`src/rtl/pc_branch_unit.sv`:
```
// Program-counter and branch-resolution stage: latched ALU flags, writable branch-target LUT,
// and a start/halt run controller. Optional taken-branch counter enabled by PC_BRANCH_COUNT_EN.
module pc_branch_unit #(
    parameter int PC_W     = 10,
    parameter int LUT_AW   = 4,
    parameter int START_PC = 0
) (
    input  logic              CLK,
    input  logic              RESET,
    input  logic              start,
    input  logic              halt_req,
    input  logic              stall,
    input  logic              equalFlag,
    input  logic              lessThanFlag,
    input  logic              eq_we,
    input  logic              lt_we,
    input  logic              branch_en,
    input  logic [1:0]        branch_cond,
    input  logic [LUT_AW-1:0] target_idx,
    input  logic              lut_we,
    input  logic [LUT_AW-1:0] lut_addr,
    input  logic [PC_W-1:0]   lut_data,
    output logic [PC_W-1:0]   PC,
    output logic              eq_q,
    output logic              lt_q,
    output logic              taken,
    output logic              done
`ifdef PC_BRANCH_COUNT_EN
    ,
    output logic [15:0]       taken_cnt
`endif
);

    localparam int LUT_DEPTH = 2 ** LUT_AW;

    typedef enum logic [1:0] {
        S_IDLE   = 2'd0,
        S_RUN    = 2'd1,
        S_HALTED = 2'd2
    } state_t;

    state_t          r_state;
    logic [PC_W-1:0] r_lut [LUT_DEPTH];
    logic            w_condMet;
    logic            w_branchTaken;

    // Condition uses the flags as they stood before this edge, so a same-cycle flag write only affects later branches
    always_comb begin
        w_condMet = 1'b0;
        case (branch_cond)
            2'b00:   w_condMet = 1'b1;
            2'b01:   w_condMet = eq_q;
            2'b10:   w_condMet = lt_q;
            default: w_condMet = ~eq_q;
        endcase
        w_branchTaken = branch_en & w_condMet;
    end

`ifdef PC_BRANCH_COUNT_EN
    logic [15:0] r_takenCnt;
    assign taken_cnt = r_takenCnt;
`endif

    always_ff @(posedge CLK) begin
        if (RESET) begin
            r_state <= S_IDLE;
            PC      <= PC_W'(START_PC);
            eq_q    <= 1'b0;
            lt_q    <= 1'b0;
            taken   <= 1'b0;
            done    <= 1'b0;
            for (int i = 0; i < LUT_DEPTH; i++) begin
                r_lut[i] <= '0;
            end
`ifdef PC_BRANCH_COUNT_EN
            r_takenCnt <= '0;
`endif
        end else begin
            // The branch below reads r_lut before this write lands, giving old-entry semantics on a collision
            if (lut_we) begin
                r_lut[lut_addr] <= lut_data;
            end
            taken <= 1'b0;
            case (r_state)
                S_IDLE, S_HALTED: begin
                    if (start) begin
                        r_state <= S_RUN;
                        PC      <= PC_W'(START_PC);
                        eq_q    <= 1'b0;
                        lt_q    <= 1'b0;
                        done    <= 1'b0;
`ifdef PC_BRANCH_COUNT_EN
                        r_takenCnt <= '0;
`endif
                    end
                end
                S_RUN: begin
                    if (!stall) begin
                        if (eq_we) begin
                            eq_q <= equalFlag;
                        end
                        if (lt_we) begin
                            lt_q <= lessThanFlag;
                        end
                        if (halt_req) begin
                            r_state <= S_HALTED;
                            done    <= 1'b1;
                        end else if (w_branchTaken) begin
                            PC    <= r_lut[target_idx];
                            taken <= 1'b1;
`ifdef PC_BRANCH_COUNT_EN
                            if (r_takenCnt != 16'hFFFF) begin
                                r_takenCnt <= r_takenCnt + 16'd1;
                            end
`endif
                        end else begin
                            PC <= PC + PC_W'(1);
                        end
                    end
                end
                default: begin
                    r_state <= S_IDLE;
                end
            endcase
        end
    end

endmodule

```
`config.mk`:
```
export PLATFORM = sky130hd
export DESIGN_NAME = pc_branch_unit
export DESIGN_NICKNAME = d
export VERILOG_FILES = /design/src/rtl/pc_branch_unit.sv
export SDC_FILE = /design/constraint.sdc
export NUM_CORES = 1
export LEC_CHECK = 0
export CORE_ASPECT_RATIO = 2
export CORE_MARGIN = 2
export CORE_UTILIZATION = 60
export DETAILED_ROUTE_END_ITERATION = 10
export GPL_TIMING_DRIVEN = 1
export PLACE_DENSITY = 0.76
export REMOVE_ABC_BUFFERS = 1
export SLEW_MARGIN = 20
export SYNTH_ARGS = -nofsm -noshare
export SYNTH_HDL_FRONTEND = slang
export SYNTH_SLANG_ARGS = --single-unit
```
`constraint.sdc`:
```
create_clock -name CLK -period 2 [get_ports CLK]
set_input_delay 0.4 -clock CLK [delete_from_list [all_inputs] [get_ports CLK]]
set_output_delay 0.4 -clock CLK [all_outputs]
set_load 0.1 [all_outputs]
```
Word-level counts from Yosys, hierarchy flattened
Memories as Yosys holds them, arrays and structs flattened.
Index checks and enable logic that the tools add are counted.
- register bits: 16
- RAM bits: 160
- input port bits: 31
- output and inout bits: 14
- word-level logic and storage cells: 61
- memories: 1
- memory list (name ; depth ; width ; read ports ; clocked after Yosys merged registers in ; wr ports ; line ; RTL):
    r_lut ; 16 ; 10 ; 1 ; 0 ; 16 ; 43 ; logic [PC_W-1:0] r_lut [LUT_DEPTH];
- $add $sub $neg: 1
- equal/unequal tests: 10
- mux-type cells: 29
- bitwise operators: 3
- reductions and logical operators: 11
- operators with widths (kind ; number):
    10-bit two-way mux ; 5
    10-bit one-hot mux with 2 select lines ; 1
    4-bit AND reduction ; 4
    1-bit two-way mux ; 14
    2-bit != test, second input constant ; 6
    10-bit by 1-bit adder with 10-bit output, second input constant ; 1
    10-bit OR reduction ; 1
    2-bit two-way mux ; 3
    1-bit one-hot mux with 2 select lines ; 3
    2-bit by 1-bit == test with 1-bit output, second input constant ; 2
    2-bit == test, second input constant ; 2
    2-bit logical NOT ; 2
    4-bit two-way mux ; 1
    2-bit one-hot mux with 2 select lines ; 1
    4-bit OR reduction ; 1
    1-bit one-hot mux with 3 select lines ; 1
    3-bit AND reduction ; 1
    1-bit inverter ; 2
    2-bit nonzero test ; 1
    2-bit OR reduction ; 1
    1-bit bitwise AND ; 1

Longest topological paths before layout
- depth in word-level cells: 7
- mapped depth: 8
- depth with buffers taken out: 6

Worst setup path before layout
No wires, ideal clock.
- path type: register -> register
- start point: register PC[0]
- end point: register PC[8]
- setup time: 0.091 ns
- data arrival time: 2.099 ns
- required time: 1.909 ns
- setup slack: -0.190 ns
- cell stages (with the launch flop): 7
- path buffers: 0
- period minus slack after synthesis: 2.190 ns
- cells stage by stage: dfxtp_1 -> ha_1 -> and3_1 -> nand3_1 -> xnor2_1 -> a21oi_1 -> a311oi_1
- longest elaborated chain between the ends: 5
- RTL lines (item ; line ; RTL):
    from (decl) ; 23 ; output logic [PC_W-1:0] PC,
    from (signal assigned) ; 67 ; PC <= PC_W'(START_PC);
    from (signal assigned) ; 88 ; PC <= PC_W'(START_PC);
    from (signal assigned) ; 109 ; PC <= r_lut[target_idx];
    10-bit by 1-bit adder with 10-bit output ; 117 ; PC <= PC + PC_W'(1);
    10-bit two-way mux ; 108 ; end else if (w_branchTaken) begin
    10-bit two-way mux ; 105 ; if (halt_req) begin
    10-bit two-way mux ; 98 ; if (!stall) begin
    10-bit one-hot mux with 2 select lines ; 84 ; case (r_state)
Every way passes these cells. The select of a mux whose other input is x is not followed.
A chain may end at the register's enable or synchronous reset.

Worst setup path after layout
- start point: input port target_idx[2]
- end point: register PC[3]
- longest elaborated chain between the ends: 5
- RTL lines (item ; line ; RTL):
    from (decl) ; 19 ; input logic [LUT_AW-1:0] target_idx,
    memory 16 x 10 bit ; - ;
    10-bit two-way mux ; 108 ;
    10-bit two-way mux ; 105 ;
    10-bit two-way mux ; 98 ;
    10-bit one-hot mux with 2 select lines ; 84 ;
    to (signal assigned) ; 88 ;
    to (signal assigned) ; 109 ;
    to (signal assigned) ; 117 ;
Every way passes these cells. The select of a mux whose other input is x is not followed.

==> flow_summary.ini <==
[power]
power.leakage_nw = 3.70
powerDensity_nw_per_um2 = 846
p_total_mw = 8.39
peakVddDrop_v = 0.000549

[setup_path]
cp_cell_sequence = clkdlybuf4s50_1 -> buf_12 -> mux4_2 -> mux4_2 -> o211ai_2 -> nand2_1
cp_slowest_cell = mux4_2
crit_cells = 6
start_kind = input port
reg2reg_slack_ns = 0.04
r2r_start = r_lut[1][1]
r2r_cells = 5
worstSetupPathType = in2reg
cpLargestDelayFamily = multiplexers
cp_num_buf_inv = 2
worstPathMaxFanout = 9
slowest_delay_ns = 0.51
arrival_ns = 2.29
r2r-end = PC[1]
crit_required_ns = 2.31
crit_path_frequent_cell = mux4_2
cp-end-kind = flop

[detailed_routing]
post_drt_via_cell_ratio = 6.24
finalWirelength_mm = 20.5
drtPass1Iterations = 5
drc_errors = 0
ant_nets = 0
wl_per_cell_um = 24.0
vias = 5325
drt_iter0_markers = 322

[yosys]
synth_area_um2 = 8290
synth.avg_cell_area_um2 = 14.0
synth_top_flop_cell = edfxtp_1
synthCells = 594
ys_ff_latch = 176
ys_warn_count = 0
synth-seq-area-share_pct = 61.8
synth_edf_count = 160
ys_async_sr_fraction_pct = 0
ys_types = 51

[clock_network]
cts_made_buffers = 17
cts_max_path_buffers = 2
h-tree-depth = 4
holdBufCountCts = 0
cts.clk_slew.worst_paths_ns = 0.06
clk_latency_ns = 0.43
clock-sinks = 176
tritoncts = built
cts_root_buf = clkbuf_16

[floorplan]
die_h_um = 170
dieArea_um2 = 14800
pin_count = 45
core-area_um2 = 13500
start_util_pct = 61.3
die_x_um = 87.1
fp-row-count = 60

[hold_path]
min_to = PC[6]
hp-class = reg2reg
min_path_cells = 2
min_from = PC[6]

[cells_and_area]
area_growth_syn_to_layout_pct = 19.6
layout.nets = 718
drive_above_1_share_pct = 24.2
instances_no_fill = 854
final_area_um2 = 9910
num_antenna_cells = 0
fin_util_pct = 73.4

[timing]
hold_viol = 0
slew_headroom_pct = 63.7
setup_viol = 0
layout_min_cycle_time_ns = 1.97
fin_worst_skew_ns = 0.0123
tightest_slew_ns = 0.542
post-route-period-util_pct = 98.7
fin_hold_ws_ns = 0.498
finalMaxSlewViolations = 0
fmax_mhz = 507

[grt]
grt_pass1_wl_mm = 31.0
antenna_found_initial = 0
grt_overflow = 0
track_usage_pct = 29.6
grt_max_degree = 19
grt_pass1_vias = 5571

[placed_design]
finalWeightedCongestion = 0.936
numPortBuffers = 44
dp_hpwl_mm = 14.7
placed_cells = 821
placed_area_um2 = 9300

[status]
outcome = complete, no violations

[flow_run]
maxCapViolCount = 0
==> cell usage in the layout, fill, tap and decap left out, drive strengths merged, types with 16 or more instances in the layout <==
cell type / instances
and2: 161
edfxtp: 160
buf: 90
mux4: 34
clkdlybuf4s50: 28
nor2: 19
mux2i: 19
clkbuf: 19
dfxtp: 16
or2: 16
==> state kept, by name, summed over array words and instances, names as in the netlist <==
| signal | count |
|---|---|
| eq_q | 1 |
| r_state | 2 |
| done | 1 |
| r_lut | 160 |
| PC | 10 |
| taken | 1 |
| lt_q | 1 |
==> worst register-to-register path: stages (launching register included) <==
cell and delay (ns):
edfxtp_1 0.38, mux4_1 0.58, nor2b_1 0.17, a211oi_2 0.34
a211oi_1 0.11, a221o_1 0.28
==> where the power goes <==
part / total [mW] / switching [mW] / leakage, nW / internal, mW
clock network: 3.32 / 1.42 / 0.283 / 1.90
logic: 0.796 / 0.431 / 1.76 / 0.364
registers: 4.27 / 0.0727 / 1.66 / 4.20
==> per-layer routing <==
layer / GRT usage [%] / routed length [µm] / vias to the layer above
met1: 32.3 / 6990 / 2675
met2: 53.5 / 11500 / 221
li1: - / - / 2367
met5: 0 / 0 / -
met3: 4.85 / 981 / 62
met4: 15.5 / 1060 / 0
==> how the worst max path moves through the flow <==
| stage | start | end | slack (ns) |
|---|---|---|---|
| 5_1_grt | RESET | r_lut[0][4] | -0.01 |
| 3_3_place_gp | target_idx[2] | PC[3] | -0.36 |
| 3_5_place_dp | target_idx[2] | PC[3] | -0.39 |
| 6_report | target_idx[2] | PC[3] | 0.03 |
| 2_1_floorplan | eq_q | PC[9] | -0.23 |
| 4_1_cts | r_lut[1][1] | PC[1] | 0.03 |
==> synthesized netlist by cell type, drive strengths merged (2+ instances only) <==
cell type / n / area (µm²)
nand3: 12 / 60.1
a31oi: 3 / 18.8
a211oi: 2 / 20.0
a22o: 3 / 26.3
nand2b: 6 / 37.5
nor3: 11 / 55.1
o211ai: 4 / 35.0
and2: 161 / 1010
dfxtp: 16 / 320
nand4: 2 / 12.5
buf: 15 / 111
a311oi: 3 / 26.3
or2: 16 / 100
nor2b: 8 / 50.1
a221oi: 2 / 17.5
mux2i: 19 / 190
xnor2: 2 / 17.5
a22oi: 7 / 52.6
edfxtp: 160 / 4800
and3: 2 / 12.5
mux4: 34 / 788
nand2: 15 / 56.3
a21oi: 11 / 55.1
clkbuf: 30 / 113
inv: 3 / 11.3
o21ai: 9 / 45.0
xor2: 2 / 17.5
nand3b: 3 / 22.5
nor2: 19 / 71.3
==> stage by stage <==
stage	worst slack [ns]	TNS, ns
global route	-0.0130	-0.0852
detailed placement	-0.391	-46.28
CTS	0.0262	0
global placement	-0.357	-38.78
floorplan	-0.230	-1.08
finish	0.0261	0
==> logic make-up (layout without fill, tap and decap cells) <==
logic type | count (synthesis) | count (layout) | share of synthesized area, %
AOI/OAI and AO/OA | 49 | 49 | 4.14
adders and majority gates | 1 | 1 | 0.151
buffers and inverters | 48 | 153 | 2.84
muxes | 54 | 54 | 11.9
xor gates and xnor gates | 4 | 4 | 0.423
DFF | 176 | 176 | 61.8
and+or+nand+nor | 262 | 262 | 18.7
==> final cells by class <==
class | instances | area [µm²]
Clock inverter | 13 | 149
Sequential cell | 176 | 5120
Tap cell | 155 | 194
Timing Repair Buffer | 118 | 1050
Inverter | 3 | 11.3
Fill cell | 884 | 3600
Clock buffer | 19 | 443
Multi-Input combinational cell | 370 | 2940
==> what timing repair did <==
item,CTS,global route
buffers inserted,0,1
resized for setup,0,5
setup endpoints to repair,0,46
Note: power is estimated with default switching activity, not from simulation.
